**config.mk**
```make
export PLATFORM = sky130hd
export DESIGN_NAME = tlb_op_ctrl
export DESIGN_NICKNAME = d
export VERILOG_FILES = /design/src/rtl/tlb_op_ctrl.sv
export SDC_FILE = /design/constraint.sdc
export NUM_CORES = 1
export LEC_CHECK = 0
export BUFFER_PORTS_ARGS = -buffer_cell sky130_fd_sc_hd__buf_2
export CAP_MARGIN = 20
export CORE_MARGIN = 5
export CORE_UTILIZATION = 30
export CTS_CLUSTER_SIZE = 30
export DETAILED_ROUTE_END_ITERATION = 6
export GPL_ROUTABILITY_DRIVEN = 0
export PLACE_DENSITY = 0.67
export SETUP_SLACK_MARGIN = 0.4
export SLEW_MARGIN = 15
export SYNTH_ARGS = -nofsm -noshare
export SYNTH_HDL_FRONTEND = slang
export SYNTH_SLANG_ARGS = --single-unit
```
**constraint.sdc**
```tcl
create_clock -name clk -period 2.7 [get_ports clk]
set_input_delay 0.135 -clock clk [delete_from_list [all_inputs] [get_ports clk]]
set_output_delay 0.135 -clock clk [all_outputs]
set_load 0.01 [all_outputs]
```
**src/rtl/tlb_op_ctrl.sv**
```systemverilog
// rtl/tlb_op_ctrl.sv - MEM-stage TLBP/TLBR/TLBWI/TLBWR sequencer with CP0 Random counter.
// Optional BUSY watchdog enabled by defining TLB_OP_TIMEOUT_EN.
module tlb_op_ctrl (
  input  logic        clk,
  input  logic        rst,
  input  logic        op_valid,
  input  logic [1:0]  op_type,
  input  logic [3:0]  cp0_index,
  input  logic [3:0]  cp0_wired,
  input  logic        cp0_wired_we,
  input  logic [89:0] cp0_entry,
  output logic        tlb_req,
  output logic        tlb_we,
  output logic        tlb_probe,
  output logic [3:0]  tlb_idx,
  output logic [89:0] tlb_wdata,
  input  logic        tlb_ack,
  input  logic [89:0] tlb_rdata,
  input  logic        probe_hit,
  input  logic [3:0]  probe_idx,
  output logic        stall,
  output logic        cp0_entry_we,
  output logic [89:0] cp0_entry_wdata,
  output logic        cp0_index_we,
  output logic [31:0] cp0_index_wdata,
  output logic [3:0]  cp0_random,
  output logic        op_err
);

  localparam logic [1:0] OP_TLBP  = 2'b00;
  localparam logic [1:0] OP_TLBR  = 2'b01;
  localparam logic [1:0] OP_TLBWR = 2'b11;

  typedef enum logic [1:0] {
    S_IDLE  = 2'd0,
    S_BUSY  = 2'd1,
    S_DONE  = 2'd2,
    S_ABORT = 2'd3
  } state_t;

  state_t      state;
  state_t      state_nxt;

  logic [1:0]  op_q;
  logic [3:0]  idx_q;
  logic [89:0] entry_q;
  logic [89:0] rdata_q;
  logic [31:0] index_wdata_q;
  logic [3:0]  random_q;

  logic        accept;
  logic        ack_busy;

  assign accept   = (state == S_IDLE) && op_valid;
  assign ack_busy = (state == S_BUSY) && tlb_ack;

`ifdef TLB_OP_TIMEOUT_EN
  logic [4:0] busy_cnt;
  logic       timeout;

  // Counts completed BUSY cycles; reads 15 during the 16th BUSY cycle.
  always_ff @(posedge clk) begin
    if (rst || state != S_BUSY) busy_cnt <= 5'd0;
    else                        busy_cnt <= busy_cnt + 5'd1;
  end

  assign timeout = (busy_cnt == 5'd15);
`endif

  always_ff @(posedge clk) begin
    if (rst) state <= S_IDLE;
    else     state <= state_nxt;
  end

  always_comb begin
    state_nxt = state;
    case (state)
      S_IDLE: if (op_valid) state_nxt = S_BUSY;
      S_BUSY: begin
        if (tlb_ack) state_nxt = S_DONE;
`ifdef TLB_OP_TIMEOUT_EN
        else if (timeout) state_nxt = S_ABORT;
`endif
      end
      S_DONE:  state_nxt = S_IDLE;
      S_ABORT: state_nxt = S_IDLE;
      default: state_nxt = S_IDLE;
    endcase
  end

  always_comb begin
    tlb_req      = (state == S_BUSY);
    tlb_we       = (state == S_BUSY) && op_q[1];
    tlb_probe    = (state == S_BUSY) && (op_q == OP_TLBP);
    stall        = accept || (state == S_BUSY);
    cp0_entry_we = (state == S_DONE) && (op_q == OP_TLBR);
    cp0_index_we = (state == S_DONE) && (op_q == OP_TLBP);
`ifdef TLB_OP_TIMEOUT_EN
    op_err       = (state == S_ABORT);
`else
    op_err       = 1'b0;
`endif
  end

  // Operands are frozen at acceptance so later Random decrements cannot move a TLBWR.
  always_ff @(posedge clk) begin
    if (rst) begin
      op_q          <= 2'b00;
      idx_q         <= 4'd0;
      entry_q       <= '0;
      rdata_q       <= '0;
      index_wdata_q <= '0;
    end else begin
      if (accept) begin
        op_q    <= op_type;
        idx_q   <= (op_type == OP_TLBWR) ? random_q : cp0_index;
        entry_q <= cp0_entry;
      end
      if (ack_busy) begin
        rdata_q       <= tlb_rdata;
        index_wdata_q <= {~probe_hit, 27'b0, (probe_hit ? probe_idx : 4'd0)};
      end
    end
  end

  // Random walks down to Wired then reloads 15; below Wired it wraps through 0.
  always_ff @(posedge clk) begin
    if (rst)                       random_q <= 4'd15;
    else if (cp0_wired_we)         random_q <= 4'd15;
    else if (random_q == cp0_wired) random_q <= 4'd15;
    else                           random_q <= random_q - 4'd1;
  end

  assign tlb_idx         = idx_q;
  assign tlb_wdata       = entry_q;
  assign cp0_entry_wdata = rdata_q;
  assign cp0_index_wdata = index_wdata_q;
  assign cp0_random      = random_q;

endmodule

```
### Word level (Yosys, flattened, before mapping)

Index checks and enable logic that the tools add are counted.

* add/sub/neg operators: 1
* multipliers: 0
* div/mod/pow operators: 0
* magnitude comparators: 0
* equal/unequal tests: 8
* shifts and indexed selects: 0
* multiplexer cells: 5
* bitwise gates (word level): 1
* reduce and logical (&&, ||, !) cells: 12

Operators with widths (count)
* two-way mux 4 bit: 2
* == test 2 bit, second input constant: 3
* logical AND 1 bit: 6
* one-hot mux 2 bit (3 select lines): 1
* == test 2 x 1 -> 1 bit, second input constant: 2
* == test 4 bit: 1
* logical NOT 2 bit: 2
* two-way mux 2 bit: 2
* subtractor 4 x 1 -> 4 bit, second input constant: 1
* OR reduction 3 bit: 1
* != test 2 x 1 -> 1 bit, second input constant: 1
* != test 2 bit, second input constant: 1
* AND reduction 2 bit: 1
* OR reduction 2 bit: 1
* logical OR 1 bit: 1
* inverter 1 bit: 1

* register bits: 197
* latch bits: 0
* RAM bits: 0
* ROM bits: 0
* input bits: 200
* output and inout bits: 227
* memories: 0

### Longest topological paths before layout

Gate-level depths: netlist of the first run.

* word-level depth: 3
* depth in mapped cells: 6

### Worst setup path after synthesis of the first run

Ideal clock, no wire load.

* kind: register -> register
* start point: reg state[1]
* end point: reg entry_q[61], in the netlist tlb_wdata[61]
* library setup time: 132 ps
* arrival time: 1188 ps
* slack: 1380 ps
* stages on the path, launching flop included: 7
* path buffers: 3
* period minus slack after synthesis: 1320 ps
* cells stage by stage: dfxtp_1 > or3b_1 > buf_2 > buf_6 > buf_6 > nand2_1 > a21oi_1

* cells in the longest elaborated chain, start to end: 2

Ends and longest elaborated chain
* from (decl): RTL line 41 `state_t state;`
* from (signal assigned): RTL line 72 `else state <= state_nxt;`
* logical NOT 2 bit: RTL line 54 `assign accept = (state == S_IDLE) && op_valid;`
* logical AND 1 bit: RTL line 54
* to (signal assigned): RTL line 117 `entry_q <= cp0_entry;`
* to (decl): RTL line 46 `logic [89:0] entry_q;`

No other way between the ends.
A chain may end at the register's enable or synchronous reset.

### Final worst setup path of the first run

* start point: reg state[1]
* end point: out stall

* cells in the longest elaborated chain, start to end: 3

Ends and longest elaborated chain
* logical NOT 2 bit: RTL line 54
* logical AND 1 bit: RTL line 54
* logical OR 1 bit *: RTL line 95 `stall = accept || (state == S_BUSY);`
* to (decl): RTL line 21 `output logic stall,`

Mark *: on every way between the ends. The rest lies on a longest branch, timed or not.

==> results of run 1 <==
[per-layer routing]
layer | part of all wire, % | up-vias | global-route usage [%]
met5 | 0 | - | 0
met4 | 3.6 | 0 | 7.98
met3 | 7.0 | 69 | 5.04
met2 | 51 | 317 | 32.9
met1 | 38 | 3652 | 19.3
li1 | - | 3932 | -
[metrics by stage]
stage / instance area (µm²) / utilization, % / power [mW] / setup WS, ps
finish: 11800 / 50.0 / 6.68 / 852
global route: 11800 / 50.0 / 6.99 / 698
CTS: 11800 / 50.0 / 6.76 / 820
detailed placement: 9270 / 39.4 / 4.01 / 1030
global placement: 9270 / 39.4 / 4.00 / 1060
floorplan: 7280 / - / 3.66 / 1380
[registers in the layout (all words and copies together) (netlist names)]
signal / flops
tlb_wdata: 90
state: 2
cp0_index_wdata: 5
tlb_idx: 4
op_q: 2
cp0_entry_wdata: 90
cp0_random: 4
[worst max path at each step]
| stage | slack, ps | cells after the start | endpoint |
|---|---|---|---|
| 4_1_cts | 820 | 3 | stall |
| 2_1_floorplan | 1380 | 6 | tlb_wdata[61]$_SDFFE_PP0P_ |
| 6_report | 850 | 3 | stall |
| 5_1_grt | 700 | 3 | stall |
| 3_3_place_gp | 1060 | 4 | cp0_index_wdata[0]$_SDFFE_PP0P_ |
| 3_5_place_dp | 1030 | 4 | cp0_index_wdata[2]$_SDFFE_PP0P_ |
[kinds of logic (layout without fill, tap and decap cells)]
kind of cell	Yosys count	in the layout	synth area share [%]
AOI/OAI and AO/OA	192	192	13.7
xor gates and xnor gates	6	6	0.732
adders and majority gates	1	1	0.174
buffers and inverters	96	635	8.00
DFF	197	197	54.9
other	1	29	0.0522
and+or+nand+nor	405	405	22.4
[final cells by class]
| cell class | count | area (µm²) | share of cell area [%] |
|---|---|---|---|
| clock inverters | 13 | 143 | 1.21 |
| flip-flops and latches | 197 | 3940 | 33.5 |
| well taps | 319 | 399 | 3.39 |
| clock buffers | 18 | 439 | 3.73 |
| diodes | 1 | 2.50 | 0.0213 |
| multi-input cells | 632 | 2770 | 23.5 |
| repair buffers | 601 | 4070 | 34.5 |
| inverters | 3 | 11.3 | 0.0956 |
[worst max-delay path, stage by stage, from the launching register on]
cell and delay, ps:
dfxtp_1 360, or3b_4 650, nand2_1 150, buf_2 140
[power groups by stage]
stage / registers, mW / logic [mW] / clock network [mW]
detailed placement: 3.19 / 0.818 / 0
global route: 3.15 / 1.15 / 2.69
global placement: 3.19 / 0.812 / 0
CTS: 3.13 / 1.04 / 2.60
floorplan: 3.26 / 0.397 / 0
finish: 3.13 / 1.05 / 2.50
[cells in the mapped netlist, drive strengths merged, types with 2 or more instances]
| cell | n | area, µm² |
|---|---|---|
| a21oi | 186 | 931 |
| dfxtp | 197 | 3940 |
| clkbuf | 25 | 93.8 |
| xnor2 | 6 | 52.6 |
| buf | 68 | 469 |
| nor3 | 2 | 10.0 |
| nand3 | 12 | 60.1 |
| nor2 | 8 | 30.0 |
| a311oi | 4 | 35.0 |
| nand2 | 374 | 1440 |
| inv | 3 | 11.3 |
==> key figures, run 1 <==
Outcome
  – Run status: finished clean

Hold path
  – Hold WC Path Type: in2reg
  – Hold path depth: 3
  – Hold path startpoint: probe_idx[3]
  – Worst hold path endpoint: cp0_index_wdata[3]$_SDFFE_PP0P_

Worst setup path
  – Reg-to-Reg Start: state[0]$_SDFFE_PP0P_
  – R2R setup slack: 990 ps
  – Worst R2R End: tlb_wdata[78]$_SDFFE_PP0P_
  – Worst EP required: 2570 ps
  – Worst setup EP type: output port
  – Data arrival, critical path: 1710 ps
  – Startpoint Class: flip-flop
  – Kind of critical path: reg2out
  – Worst Setup SP: state[1]$_SDFFE_PP0P_
  – Worst-path fanout max: 42
  – Worst R2R Path Depth: 4

Synth
  – Main flop type after synthesis: dfxtp_1
  – FFs w/ async S/R, synth: 0%
  – Count of state elements after synthesis: 197
  – Synthesized cell area: 7180 µm²
  – EDFF count, synth: 0
  – Synth cell types: 27
  – Cells after synthesis: 898
  – Post-synthesis sequential area ratio: 54.9%
  – Yosys warns: 0
  – Post-Syn Area per Cell: 7.99 µm²

Clock tree
  – TritonCTS Buffers: 17
  – Post-CTS Setup Repair Bufs: 0
  – Clock transition at path regs: 70 ps
  – Post-CTS sizing: 0
  – CTS tree: built
  – CTS sink count: 197
  – CTS H-tree depth: 4
  – Max Root-Sink Buffers: 2
  – Latest clock arrival within the worst-skew pair: 430 ps
  – # hold bufs at CTS: 192
  – Root Driver: clkbuf_16

Layout
  – Commonest non-fill, non-tap cell in the layout: buf_2
  – Nets: 1,653
  – Fillers: 2,201
  – Most frequent cells in the layout: buf_2, nand2_1, dfxtp_1, dlygate4sd3_1, a21oi_1
  – Share of layout cells above drive strength 1: 31.3%
  – Final non-filler cell total: 1,784
  – Syn-to-layout area delta: 64.0%

Power
  – Internal power: 4.82 mW
  – Clock Power Share: 37.4%
  – Cell Pwr Density: 567 nW/µm²
  – Sequential power share: 46.8%
  – P_sw: 1.86 mW
  – Worst VDD drop: 0.000365 V
  – Comb power frac: 15.7%
  – LEAKAGE: 5.44 nW
  – Switching Fraction: 27.8%

Timing
  – TNS Setup: 0 ps
  – Final period util: 68.5%
  – RSZ-0062 raised after global routing: false
  – Final max-slew violation count: 0
  – Fmax: 0.541 GHz
  – Crit path time final: 1850 ps
  – Hold slack: 37.1 ps
  – Final hold violations: 0
  – Final setup vio count: 0
  – Slew HR: 59.4%
  – Least-Margin Pin Slew: 609 ps
  – Final Skew: 17.0 ps

Detailed routing
  – DR vias/cell: 4.47
  – DRC Markers: 0
  – DR pass1 iterations: 7
  – Routed len/inst: 14.8 µm
  – Drt initial violations: 504
  – Vias: 7,970
  – Total wire length: 26.4 mm
  – Antenna-violating nets left: 0

Floorplan
  – Die X: 165 µm
  – Io pins: 427
  – Core box area: 23,500 µm²
  – Initial core utilization: 30.5%
  – Die height: 165 µm
  – Core Rows: 56
  – Die area: 27,100 µm²

Flow run
  – Max_cap viols: 0

Global routing
  – Grt total ovfl: 0
  – Vias in the first global route: 8,072
  – Largest net degree at the start of global routing: 101
  – First-pass GRT wire length: 39.6 mm
  – Global-route usage over all layers: 18.0%
  – Initial antenna violation count: 1

Placed design
  – Buffers added on ports: 398
  – HPWL after detailed placement: 16.9 mm
  – Placed Instances: 1,560
(Power assumes the default switching activity.)
==> run 2, diff against run 1 <==
--- a/config.mk
+++ b/config.mk
@@ -12,7 +12,7 @@
 export CTS_CLUSTER_SIZE = 30
 export DETAILED_ROUTE_END_ITERATION = 6
 export GPL_ROUTABILITY_DRIVEN = 0
-export PLACE_DENSITY = 0.67
+export PLACE_DENSITY = 0.69
 export SETUP_SLACK_MARGIN = 0.4
 export SLEW_MARGIN = 15
 export SYNTH_ARGS = -nofsm -noshare
==> constraint.sdc (replaced) <==
create_clock -name clk -period 1.7 [get_ports clk]
set_input_delay 0.085 -clock clk [delete_from_list [all_inputs] [get_ports clk]]
set_output_delay 0.085 -clock clk [all_outputs]
set_load 0.01 [all_outputs]
==> run 2 against run 1 <==
Against the previous run: die area did not move; non-clock buffer count up 101; register-to-register slack got worse by 920 ps; global-route usage rose by 5.3 points; worst hold slack better by 5.3 ps; sequential power rose by 60%; core utilization increased by 13 points; total power grew 77%; clock power up 61%; routed wire length up 42%; critical path type is now reg2reg; first-iteration DRC count up 14%; setup slack worse by 780 ps.
==> key figures, run 2 (synthesized netlist as in run 1, its figures left out) <==
Outcome
  – Run status: finished clean (unchanged)

Floorplan
  – Core Rows: 56 (unchanged)
  – Initial core utilization: 30.5% (unchanged)
  – Die area: 27,100 µm² (unchanged)
  – Io pins: 427 (unchanged)
  – Die height: 165 µm (unchanged)
  – Die X: 165 µm (unchanged)
  – Core box area: 23,500 µm² (unchanged)

Timing
  – Final max-slew violation count: 0 (unchanged)
  – Hold slack: 42.4 ps (was 37.1 ps)
  – Final hold violations: 0 (unchanged)
  – Final Skew: 10.2 ps (was 17.0 ps)
  – RSZ-0062 raised after global routing: true (was false)
  – Final setup vio count: 0 (unchanged)
  – TNS Setup: 0 ps (unchanged)
  – Final period util: 95.9%
  – Fmax: 0.614 GHz
  – Crit path time final: 1630 ps
  – Slew HR: 59.7% (was 59.4%)
  – Least-Margin Pin Slew: 604 ps (was 609 ps)

Clock tree
  – Max Root-Sink Buffers: 2 (unchanged)
  – TritonCTS Buffers: 17 (unchanged)
  – CTS sink count: 197 (unchanged)
  – Latest clock arrival within the worst-skew pair: 430 ps (about the same)
  – CTS H-tree depth: 4 (unchanged)
  – Root Driver: clkbuf_16 (unchanged)
  – Clock transition at path regs: 90 ps (was 70 ps)
  – CTS tree: built (unchanged)

Worst setup path
  – Data arrival, critical path: 1980 ps (was 1710 ps)
  – Worst setup EP type: flip-flop (was output port)
  – Kind of critical path: reg2reg (was reg2out)
  – Worst R2R Path Depth: 7 (was 4)
  – Worst EP required: 2050 ps (was 2570 ps)
  – Startpoint Class: flip-flop (unchanged)
  – Worst-path fanout max: 7 (was 42)

Hold path
  – Hold path depth: 3 (unchanged)
  – Hold WC Path Type: in2reg (unchanged)

Placed design
  – Buffers added on ports: 398 (unchanged)
  – HPWL after detailed placement: 17.0 mm (was 16.9 mm)
  – Placed cell area: 9390 µm² (was 9270 µm²)

Detailed routing
  – Total wire length: 37.4 mm (was 26.4 mm)
  – Routed len/inst: 19.8 µm (was 14.8 µm)
  – DR vias/cell: 4.88 (was 4.47)
  – Drt initial violations: 573 (was 504)
  – DR pass1 iterations: 5 (was 7)
  – Vias: 9,223 (was 7,970)
  – Antenna-violating nets left: 0 (unchanged)
  – DRC Markers: 0 (unchanged)

Layout
  – Share of layout cells above drive strength 1: 51.2% (was 31.3%)
  – Final non-filler cell area: 14,900 µm² (was 11,800 µm²)
  – Nets: 1,755 (was 1,653)
  – Most frequent cells in the layout: buf_2, nand2_1, dfxtp_1, dlygate4sd3_1, a21oi_2 (was buf_2, nand2_1, dfxtp_1, dlygate4sd3_1, a21oi_1)
  – Commonest non-fill, non-tap cell in the layout: buf_2 (unchanged)
  – Syn-to-layout area delta: 107% (was 64.0%)
  – Fillers: 1,699 (was 2,201)

Global routing
  – First-pass GRT wire length: 49.3 mm (was 39.6 mm)
  – Initial antenna violation count: 2 (was 1)
  – GRT met2 Usage: 40.1% (was 32.9%)
  – Grt total ovfl: 0 (unchanged)
  – Busiest grt layer: met2 (unchanged)
  – Largest net degree at the start of global routing: 54 (was 101)
  – Vias in the first global route: 9,114 (was 8,072)
  – Met1 track demand over resource: 26.8% (was 19.3%)
  – Global-route usage over all layers: 23.3% (was 18.0%)
  – Met3 usage: 5.81% (was 5.04%)

Flow run
  – Max_cap viols: 0 (unchanged)

Power
  – Worst VDD drop: 0.000593 V (was 0.000365 V)
  – LEAKAGE: 6.73 nW (was 5.44 nW)
  – Cell Pwr Density: 796 nW/µm² (was 567 nW/µm²)
  – Total chip power: 11.8 mW (was 6.68 mW)
==> run 2: cell types whose count changed in the layout (fill, tap and decap cells not counted), sizes merged <==
cell    previous run  this run
clkinv             6         5
and3b              1         2
inv                9        11
clkbuf            18        25
diode              1         5
buf              409       503
==> run 2: final timing paths <==
kind                                   from                          endpoint  slack [ps]
setup / recovery      state[1]$_SDFFE_PP0P_  cp0_entry_wdata[26]$_SDFFE_PP0P_          70
hold / removal                      tlb_ack             state[0]$_SDFFE_PP0P_          40
setup reg to reg      state[1]$_SDFFE_PP0P_  cp0_entry_wdata[26]$_SDFFE_PP0P_          70
hold reg to reg   tlb_wdata[3]$_SDFFE_PP0P_         tlb_wdata[3]$_SDFFE_PP0P_         450
==> run 2: area by class of cell <==
cell class | instances | area, µm² | area share (%)
repair buffers | 702 | 6040 | 40.6
well taps | 319 | 399 | 2.68
flip-flops and latches | 197 | 3950 | 26.6
clock buffers | 18 | 439 | 2.95
diodes | 5 | 12.5 | 0.0841
clock inverters | 14 | 136 | 0.917
inverters | 3 | 13.8 | 0.0925
multi-input cells | 633 | 3880 | 26.1
==> run 2: worst max-delay path, cell delays in order (launching register included) <==
cell	delay, ps
dfxtp_4	350
buf_4	150
and3b_4	400
buf_12	160
buf_4	120
clkbuf_16	130
nand2_1	60
a21oi_1	180
==> run 2: what timing repair did <==
action	in CTS	in global routing
buffers inserted	38	16
setup endpoints to repair	190	199
hold buffers	192	0
pin swaps	17	137
gates cloned	32	8
endpoints found under the hold margin	195	0
resized for setup	93	304
==> run 2: report_power, final <==
group | leakage [nW] | switching, mW | internal, mW
Combinational | 4.84 | 1.33 | 1.47
Clock | 0.283 | 2.03 | 2.00
Sequential | 1.61 | 0.169 | 4.85
==> run 2: through the flow <==
stage / util (%) / worst slack [ps] / instances
6_report: 63.2 / 70.0 / 1891
5_1_grt: 63.2 / 38.4 / 1888
4_1_cts: 57.1 / 98.0 / 1862
3_5_place_dp: 39.9 / 307 / 1568
3_3_place_gp: 39.9 / 350 / 1568
2_1_floorplan: - / 389 / 925
==> run 2: metal layers <==
metal | vias to the layer above | wire length, µm
met1 | 4391 | 13800
met5 | - | 0
met3 | 154 | 2790
li1 | 4178 | -
met2 | 500 | 18800
met4 | 0 | 1970
